`src/rtl/noc_pkg.sv`:
```
// Shared NoC packet definitions: flit geometry, field offsets inside the
// 96-bit packet, and the unpacked field view used by the node endpoints.
package noc_pkg;

  localparam int FLIT_W  = 16;
  localparam int PKT_W   = 96;
  localparam int N_FLITS = 6;

  localparam int SRC_LSB   = 80;
  localparam int ADDR_LSB  = 64;
  localparam int NPKT_LSB  = 48;
  localparam int RSVD_LSB  = 43;
  localparam int HSIZE_LSB = 40;
  localparam int FLAGS_LSB = 32;
  localparam int DATA_LSB  = 0;

  // Field layout of one packet, MSB first, matching the wire order of flits.
  typedef struct packed {
    logic [FLIT_W-1:0]   src_addr;
    logic [FLIT_W-1:0]   haddr;
    logic [FLIT_W-1:0]   n_pkt;
    logic [4:0]          rsvd;
    logic [2:0]          hsize;
    logic [7:0]          flags;
    logic [2*FLIT_W-1:0] hwdata;
  } pkt_fields_t;

  typedef enum logic {
    ST_COLLECT = 1'b0,
    ST_HOLD    = 1'b1
  } depkt_state_t;

  // Split a raw 96-bit packet into its named fields.
  function automatic pkt_fields_t unpack_pkt(input logic [PKT_W-1:0] raw);
    pkt_fields_t f;
    f.src_addr = raw[SRC_LSB   +: FLIT_W];
    f.haddr    = raw[ADDR_LSB  +: FLIT_W];
    f.n_pkt    = raw[NPKT_LSB  +: FLIT_W];
    f.rsvd     = raw[RSVD_LSB  +: 5];
    f.hsize    = raw[HSIZE_LSB +: 3];
    f.flags    = raw[FLAGS_LSB +: 8];
    f.hwdata   = raw[DATA_LSB  +: 2*FLIT_W];
    return f;
  endfunction

endpackage

```
`src/rtl/depacketizer_if.sv`:
```
// Flit ingress and reassembled-packet egress of the depacketizer.
// The slave modport is the depacketizer's view; master is the surrounding
// router/bridge view.
interface depacketizer_if;
  import noc_pkg::*;

  logic [FLIT_W-1:0]   flit_in;
  logic                flit_sop;
  logic                flit_valid;
  logic                flit_ready;

  logic                pkt_valid;
  logic                pkt_ready;
  logic [FLIT_W-1:0]   src_addr;
  logic [FLIT_W-1:0]   haddr;
  logic [FLIT_W-1:0]   n_pkt;
  logic [2:0]          hsize;
  logic [7:0]          flags;
  logic [2*FLIT_W-1:0] hwdata;
  logic                pkt_err;
  logic                seq_err;
  logic                frame_err;
  logic [FLIT_W-1:0]   err_node;

  modport slave (
    input  flit_in, flit_sop, flit_valid, pkt_ready,
    output flit_ready, pkt_valid, src_addr, haddr, n_pkt, hsize, flags,
           hwdata, pkt_err, seq_err, frame_err, err_node
  );

  modport master (
    output flit_in, flit_sop, flit_valid, pkt_ready,
    input  flit_ready, pkt_valid, src_addr, haddr, n_pkt, hsize, flags,
           hwdata, pkt_err, seq_err, frame_err, err_node
  );

endinterface

```
`src/rtl/depacketizer.sv`:
```
// Reassembles six 16-bit flits (MSB first) into one NoC packet and presents
// the decoded AHB-style fields on a valid/ready port. Flags framing errors,
// non-zero reserved bits and n_pkt sequence gaps.
module depacketizer
  import noc_pkg::*;
#(
  parameter logic [15:0] NODE_ADDR = 16'h0000,
  parameter bit          CHECK_SEQ = 1'b1
) (
  input  logic           clk,
  input  logic           rstn,
  depacketizer_if.slave  bus
);

  // Flits 0..4 of the packet under assembly; the 6th is taken straight
  // from the input on the completing edge.
  localparam int ASM_W = PKT_W - FLIT_W;

  depkt_state_t        state;
  logic [2:0]          cnt;
  logic [ASM_W-1:0]    asm_reg;
  logic [FLIT_W-1:0]   seq_expected;
  logic                seq_valid;

  logic                pkt_valid_r;
  logic [FLIT_W-1:0]   src_addr_r;
  logic [FLIT_W-1:0]   haddr_r;
  logic [FLIT_W-1:0]   n_pkt_r;
  logic [2:0]          hsize_r;
  logic [7:0]          flags_r;
  logic [2*FLIT_W-1:0] hwdata_r;
  logic                pkt_err_r;
  logic                seq_err_r;
  logic                frame_err_r;

  pkt_fields_t         done_pkt;
  logic                last_flit;

  assign done_pkt  = unpack_pkt({asm_reg, bus.flit_in});
  assign last_flit = (cnt == 3'(N_FLITS - 1));

  assign bus.flit_ready = (state == ST_COLLECT) | bus.pkt_ready;
  assign bus.pkt_valid  = pkt_valid_r;
  assign bus.src_addr   = src_addr_r;
  assign bus.haddr      = haddr_r;
  assign bus.n_pkt      = n_pkt_r;
  assign bus.hsize      = hsize_r;
  assign bus.flags      = flags_r;
  assign bus.hwdata     = hwdata_r;
  assign bus.pkt_err    = pkt_err_r;
  assign bus.seq_err    = seq_err_r;
  assign bus.frame_err  = frame_err_r;
  assign bus.err_node   = (pkt_err_r | seq_err_r | frame_err_r) ? NODE_ADDR : '0;

  // Collect/hold FSM with flit assembly, field registers and sequence check.
  always_ff @(posedge clk or negedge rstn) begin
    if (!rstn) begin
      state        <= ST_COLLECT;
      cnt          <= '0;
      asm_reg      <= '0;
      seq_expected <= '0;
      seq_valid    <= 1'b0;
      pkt_valid_r  <= 1'b0;
      src_addr_r   <= '0;
      haddr_r      <= '0;
      n_pkt_r      <= '0;
      hsize_r      <= '0;
      flags_r      <= '0;
      hwdata_r     <= '0;
      pkt_err_r    <= 1'b0;
      seq_err_r    <= 1'b0;
      frame_err_r  <= 1'b0;
    end else begin
      frame_err_r <= 1'b0;
      case (state)
        ST_COLLECT: begin
          if (bus.flit_valid) begin
            if (bus.flit_sop) begin
              if (cnt != 3'd0) frame_err_r <= 1'b1;
              asm_reg <= {{(ASM_W - FLIT_W){1'b0}}, bus.flit_in};
              cnt     <= 3'd1;
            end else if (cnt == 3'd0) begin
              frame_err_r <= 1'b1;
            end else if (last_flit) begin
              src_addr_r   <= done_pkt.src_addr;
              haddr_r      <= done_pkt.haddr;
              n_pkt_r      <= done_pkt.n_pkt;
              hsize_r      <= done_pkt.hsize;
              flags_r      <= done_pkt.flags;
              hwdata_r     <= done_pkt.hwdata;
              pkt_err_r    <= |done_pkt.rsvd;
              seq_err_r    <= CHECK_SEQ && seq_valid &&
                              (done_pkt.n_pkt != seq_expected);
              seq_expected <= done_pkt.n_pkt + 16'd1;
              seq_valid    <= 1'b1;
              pkt_valid_r  <= 1'b1;
              cnt          <= '0;
              state        <= ST_HOLD;
            end else begin
              asm_reg <= {asm_reg[ASM_W-FLIT_W-1:0], bus.flit_in};
              cnt     <= cnt + 3'd1;
            end
          end
        end
        ST_HOLD: begin
          if (bus.pkt_ready) begin
            pkt_valid_r <= 1'b0;
            pkt_err_r   <= 1'b0;
            seq_err_r   <= 1'b0;
            state       <= ST_COLLECT;
            cnt         <= '0;
            if (bus.flit_valid) begin
              if (bus.flit_sop) begin
                asm_reg <= {{(ASM_W - FLIT_W){1'b0}}, bus.flit_in};
                cnt     <= 3'd1;
              end else begin
                frame_err_r <= 1'b1;
              end
            end
          end
        end
        default: begin
          state <= ST_COLLECT;
          cnt   <= '0;
        end
      endcase
    end
  end

endmodule

```
`src/flat_wrapper.sv`:
```
// flat-port wrapper written by rule: the top's interface ports become plain ports
module depacketizer_flat import noc_pkg::*;
#(
  parameter logic [15:0] NODE_ADDR = 16'h0000,
  parameter bit          CHECK_SEQ = 1'b1
)
  (clk, rstn, bus_flit_in, bus_flit_sop, bus_flit_valid, bus_pkt_ready, bus_flit_ready, bus_pkt_valid, bus_src_addr, bus_haddr, bus_n_pkt, bus_hsize, bus_flags, bus_hwdata, bus_pkt_err, bus_seq_err, bus_frame_err, bus_err_node);
  depacketizer_if bus_i ();
  input  logic clk;
  input  logic rstn;
  input wire logic [$bits(bus_i.flit_in)-1:0] bus_flit_in;
  input wire logic [$bits(bus_i.flit_sop)-1:0] bus_flit_sop;
  input wire logic [$bits(bus_i.flit_valid)-1:0] bus_flit_valid;
  input wire logic [$bits(bus_i.pkt_ready)-1:0] bus_pkt_ready;
  output wire logic [$bits(bus_i.flit_ready)-1:0] bus_flit_ready;
  output wire logic [$bits(bus_i.pkt_valid)-1:0] bus_pkt_valid;
  output wire logic [$bits(bus_i.src_addr)-1:0] bus_src_addr;
  output wire logic [$bits(bus_i.haddr)-1:0] bus_haddr;
  output wire logic [$bits(bus_i.n_pkt)-1:0] bus_n_pkt;
  output wire logic [$bits(bus_i.hsize)-1:0] bus_hsize;
  output wire logic [$bits(bus_i.flags)-1:0] bus_flags;
  output wire logic [$bits(bus_i.hwdata)-1:0] bus_hwdata;
  output wire logic [$bits(bus_i.pkt_err)-1:0] bus_pkt_err;
  output wire logic [$bits(bus_i.seq_err)-1:0] bus_seq_err;
  output wire logic [$bits(bus_i.frame_err)-1:0] bus_frame_err;
  output wire logic [$bits(bus_i.err_node)-1:0] bus_err_node;
  assign bus_i.flit_in = bus_flit_in;
  assign bus_i.flit_sop = bus_flit_sop;
  assign bus_i.flit_valid = bus_flit_valid;
  assign bus_i.pkt_ready = bus_pkt_ready;
  assign bus_flit_ready = bus_i.flit_ready;
  assign bus_pkt_valid = bus_i.pkt_valid;
  assign bus_src_addr = bus_i.src_addr;
  assign bus_haddr = bus_i.haddr;
  assign bus_n_pkt = bus_i.n_pkt;
  assign bus_hsize = bus_i.hsize;
  assign bus_flags = bus_i.flags;
  assign bus_hwdata = bus_i.hwdata;
  assign bus_pkt_err = bus_i.pkt_err;
  assign bus_seq_err = bus_i.seq_err;
  assign bus_frame_err = bus_i.frame_err;
  assign bus_err_node = bus_i.err_node;
  depacketizer #(.NODE_ADDR(NODE_ADDR), .CHECK_SEQ(CHECK_SEQ)) u_core (.clk(clk), .rstn(rstn), .bus(bus_i));
endmodule
```
`config.mk`:
```
export PLATFORM = sky130hd
export DESIGN_NAME = depacketizer_flat
export DESIGN_NICKNAME = d
export VERILOG_FILES = /design/src/rtl/noc_pkg.sv /design/src/rtl/depacketizer_if.sv /design/src/rtl/depacketizer.sv /design/src/flat_wrapper.sv
export SDC_FILE = /design/constraint.sdc
export NUM_CORES = 1
export LEC_CHECK = 0
export BUFFER_PORTS_ARGS = -buffer_cell sky130_fd_sc_hd__buf_4
export CORE_MARGIN = 3
export CORE_UTILIZATION = 51
export CTS_CLUSTER_DIAMETER = 30
export CTS_CLUSTER_SIZE = 14
export DETAILED_ROUTE_END_ITERATION = 10
export PLACE_DENSITY = 0.8
export SYNTH_ARGS = -nofsm -noshare
export SYNTH_HDL_FRONTEND = slang
export SYNTH_SLANG_ARGS = --single-unit
```
`constraint.sdc`:
```
create_clock -name clk -period 1.88 [get_ports clk]
set_input_delay 0.282 -clock clk [delete_from_list [all_inputs] [get_ports clk]]
set_output_delay 0.282 -clock clk [all_outputs]
set_load 0.005 [all_outputs]
```
==> reports/metrics.cfg <==
[run_status]
status=finished, violations left
violations=negative setup slack

[placement]
gp_congestion=0.830
hpwlAfterDp_um=10900
place.port_buffers=116
place_ws_ns=-0.0331

[pwr]
leakage_nw=5.03
ir_drop_uv=776
pwr_density_cell_mw_per_mm2=1250

[hold_path]
whs_path_depth=2
holdCritStartpoint=bus_flit_in[13]
hold_path.class=primary input to register
hold_end=u_core.bus.hwdata[13]

[yosys]
synthFlopType=dfrtp_1
synth.distinct_cells=34
synthesis.area_mm2=0.00801
yosys_warnings=0
synth.area.top_cells=dfrtp_1 61%, mux2_4 9.2%, mux2_2 8.0%, a22o_1 7.0%, xnor2_1 3.1%
synth-seq-cells=196
yosysSeqAreaShare_pct=61.2
yosysTopAreaCell=dfrtp_1
postSynthCellCount=562
ys_async_sr_fraction_pct=100
synth_edf_count=0
avgSynthCellArea_um2=14.3
synth_top_area_share_pct=61.2

[die]
start_util_pct=52.3
rows=45
die_w_um=131
dieArea_mm2=0.0173
ios=133
design.core.area_mm2=0.0153
die_h_um=131

[critical_path]
worst-path-max-fanout=20
cp.arrival_ns=2.27
cp.required_ns=2.19
cp-start-kind=register
r2r_end=u_core.bus.n_pkt[14]
timing.rr.start=u_core.state
setup.worst_path.end_class=register
rr_worst_depth=4
crit_chain=nand3b_1 > or4b_4 > buf_16 > mux2_4
critPathKind=register to register
cpPeakStageDelay_ns=0.69
ff2ff_setup_slack_ns=-0.09
worst_path_max_delay_cell=or4b_4

[drt]
dr.pass1.iters=5
wl_met1_um=7380
ant_nets=0
drc=0
vias_per_cell=5.46
routedWlPerCell_um=18.7
drt_iter0_drc=296
wl_met2_um=8280
dr_wl_met3_um=1090
vias=4932
top_layer=met4
wirelength_um=16900

[timing]
grt_setup_unrepaired=yes
max_freq_mhz=509
slew_violations=0
finalCritPeriodShare_pct=105
finalSetupViolations=107
finalClockSkew_ns=0.00600
finalWorstSetupSlack_ns=-0.0855
fin_setup_tns_ns=-5.22
hold_viol=0
min_period_ns=1.97

[global_route]
grt_pass1_vias=5042
grt_pass1_wl_um=27400
track_usage_pct=19.8
grt_max_degree=65
antenna_found_initial=0
grt_overflow=0

[run]
maxCapViolCount=0

[layout]
antenna_cells=0
layout_commonest_cell=dfrtp_1
drive_gt1_share_pct=41.0
areaGrowthSynthToFinish_pct=23.8
largest_register_ffs=80
most-common-layout-cells=196 x dfrtp_1, 130 x buf_4, 64 x a22o_1
nets=702

[cts]
numCtsBuffers=17
cts.reportedPaths.clkPinSlew_ns=0.06
clock_path_buffers=2
htreeDepth=4
cts_tree=done
cts_sinks=196
clk_latency_ns=0.42
clockRootBuffer=clkbuf_16

-- final cells by class --
type                    count  area, µm²
multi-input cells         318       2830
clock buffers              24        502
well taps                 211        264
flip-flops and latches    196       4900
repair buffers            145       1270
inverters                   2       7.51
clock inverters             8        145
fillers                  1108       5390
-- how the worst max path moves through the flow --
stage	cells after the start	from	to
floorplan	6	u_core.state	u_core.bus.flags[0]
global placement	4	u_core.state	u_core.bus.src_addr[0]
detailed placement	4	u_core.cnt[0]	u_core.bus.src_addr[1]
CTS	4	u_core.state	u_core.bus.hwdata[27]
global route	5	u_core.state	u_core.seq_expected[4]
finish	4	u_core.state	u_core.bus.n_pkt[14]
-- cells in the mapped netlist, drive strengths merged, types with 4 or more instances --
master / count
dfrtp: 196
mux2: 106
a22o: 64
buf: 35
xnor2: 28
clkbuf: 26
nand2: 26
o21ai: 23
nand3: 10
nand4: 7
nor3: 7
nor2: 6
xor2: 4
-- timing repair --
item,CTS,global route
cloned,1,2
resized for setup,3,4
setup buffers,1,2
hold buffers,1,0
pin swaps,0,1
endpoints found under the hold margin,33,0
setup endpoints to repair,88,106
-- layer usage --
metal / vias up / GRT usage (%)
li1: 2214 / -
met1: 2541 / 26.7
met3: 13 / 5.47
met4: 0 / 5.78
met2: 164 / 31.6
met5: - / 0
-- power breakdown --
group	total, W	switching (W)	internal (W)	leakage, nW
logic	0.00275	0.00109	0.00166	2.07
registers	0.00574	0.000701	0.00504	2.65
clock network	0.00388	0.00147	0.00240	0.312
-- cell families (layout without fill, tap and decap cells) --
group | Yosys count | count (layout) | share of synthesized area [%]
AOI/OAI and AO/OA | 94 | 94 | 9.18
muxes | 106 | 106 | 17.2
adders and majority gates | 1 | 1 | 0.156
xor gates and xnor gates | 32 | 32 | 3.50
DFF | 196 | 196 | 61.2
other | 1 | 16 | 0.0468
and+or+nand+nor | 69 | 69 | 4.29
buffers and inverters | 63 | 179 | 4.43
-- critical path: cells and delay by family, from the launching register on --
family / cells / cell delay (ns)
buffers and inverters: 1 / 0.23
flip-flops: 1 / 0.38
multiplexers: 1 / 0.32
AND/OR/NAND/NOR: 2 / 0.90
-- stage by stage --
step,hold slack [ns],instances,utilization [%],area [µm²],total power [W]
2_1_floorplan,-0.0136,577,-,8090,0.00714
3_3_place_gp,0.210,865,59.7,9150,0.00838
3_5_place_dp,0.216,865,59.7,9150,0.00850
4_1_cts,0.0800,900,64.4,9860,0.0124
5_1_grt,0.0767,904,64.8,9920,0.0130
6_report,0.0958,904,64.8,9920,0.0124
Power figures use the tool's default switching activity.
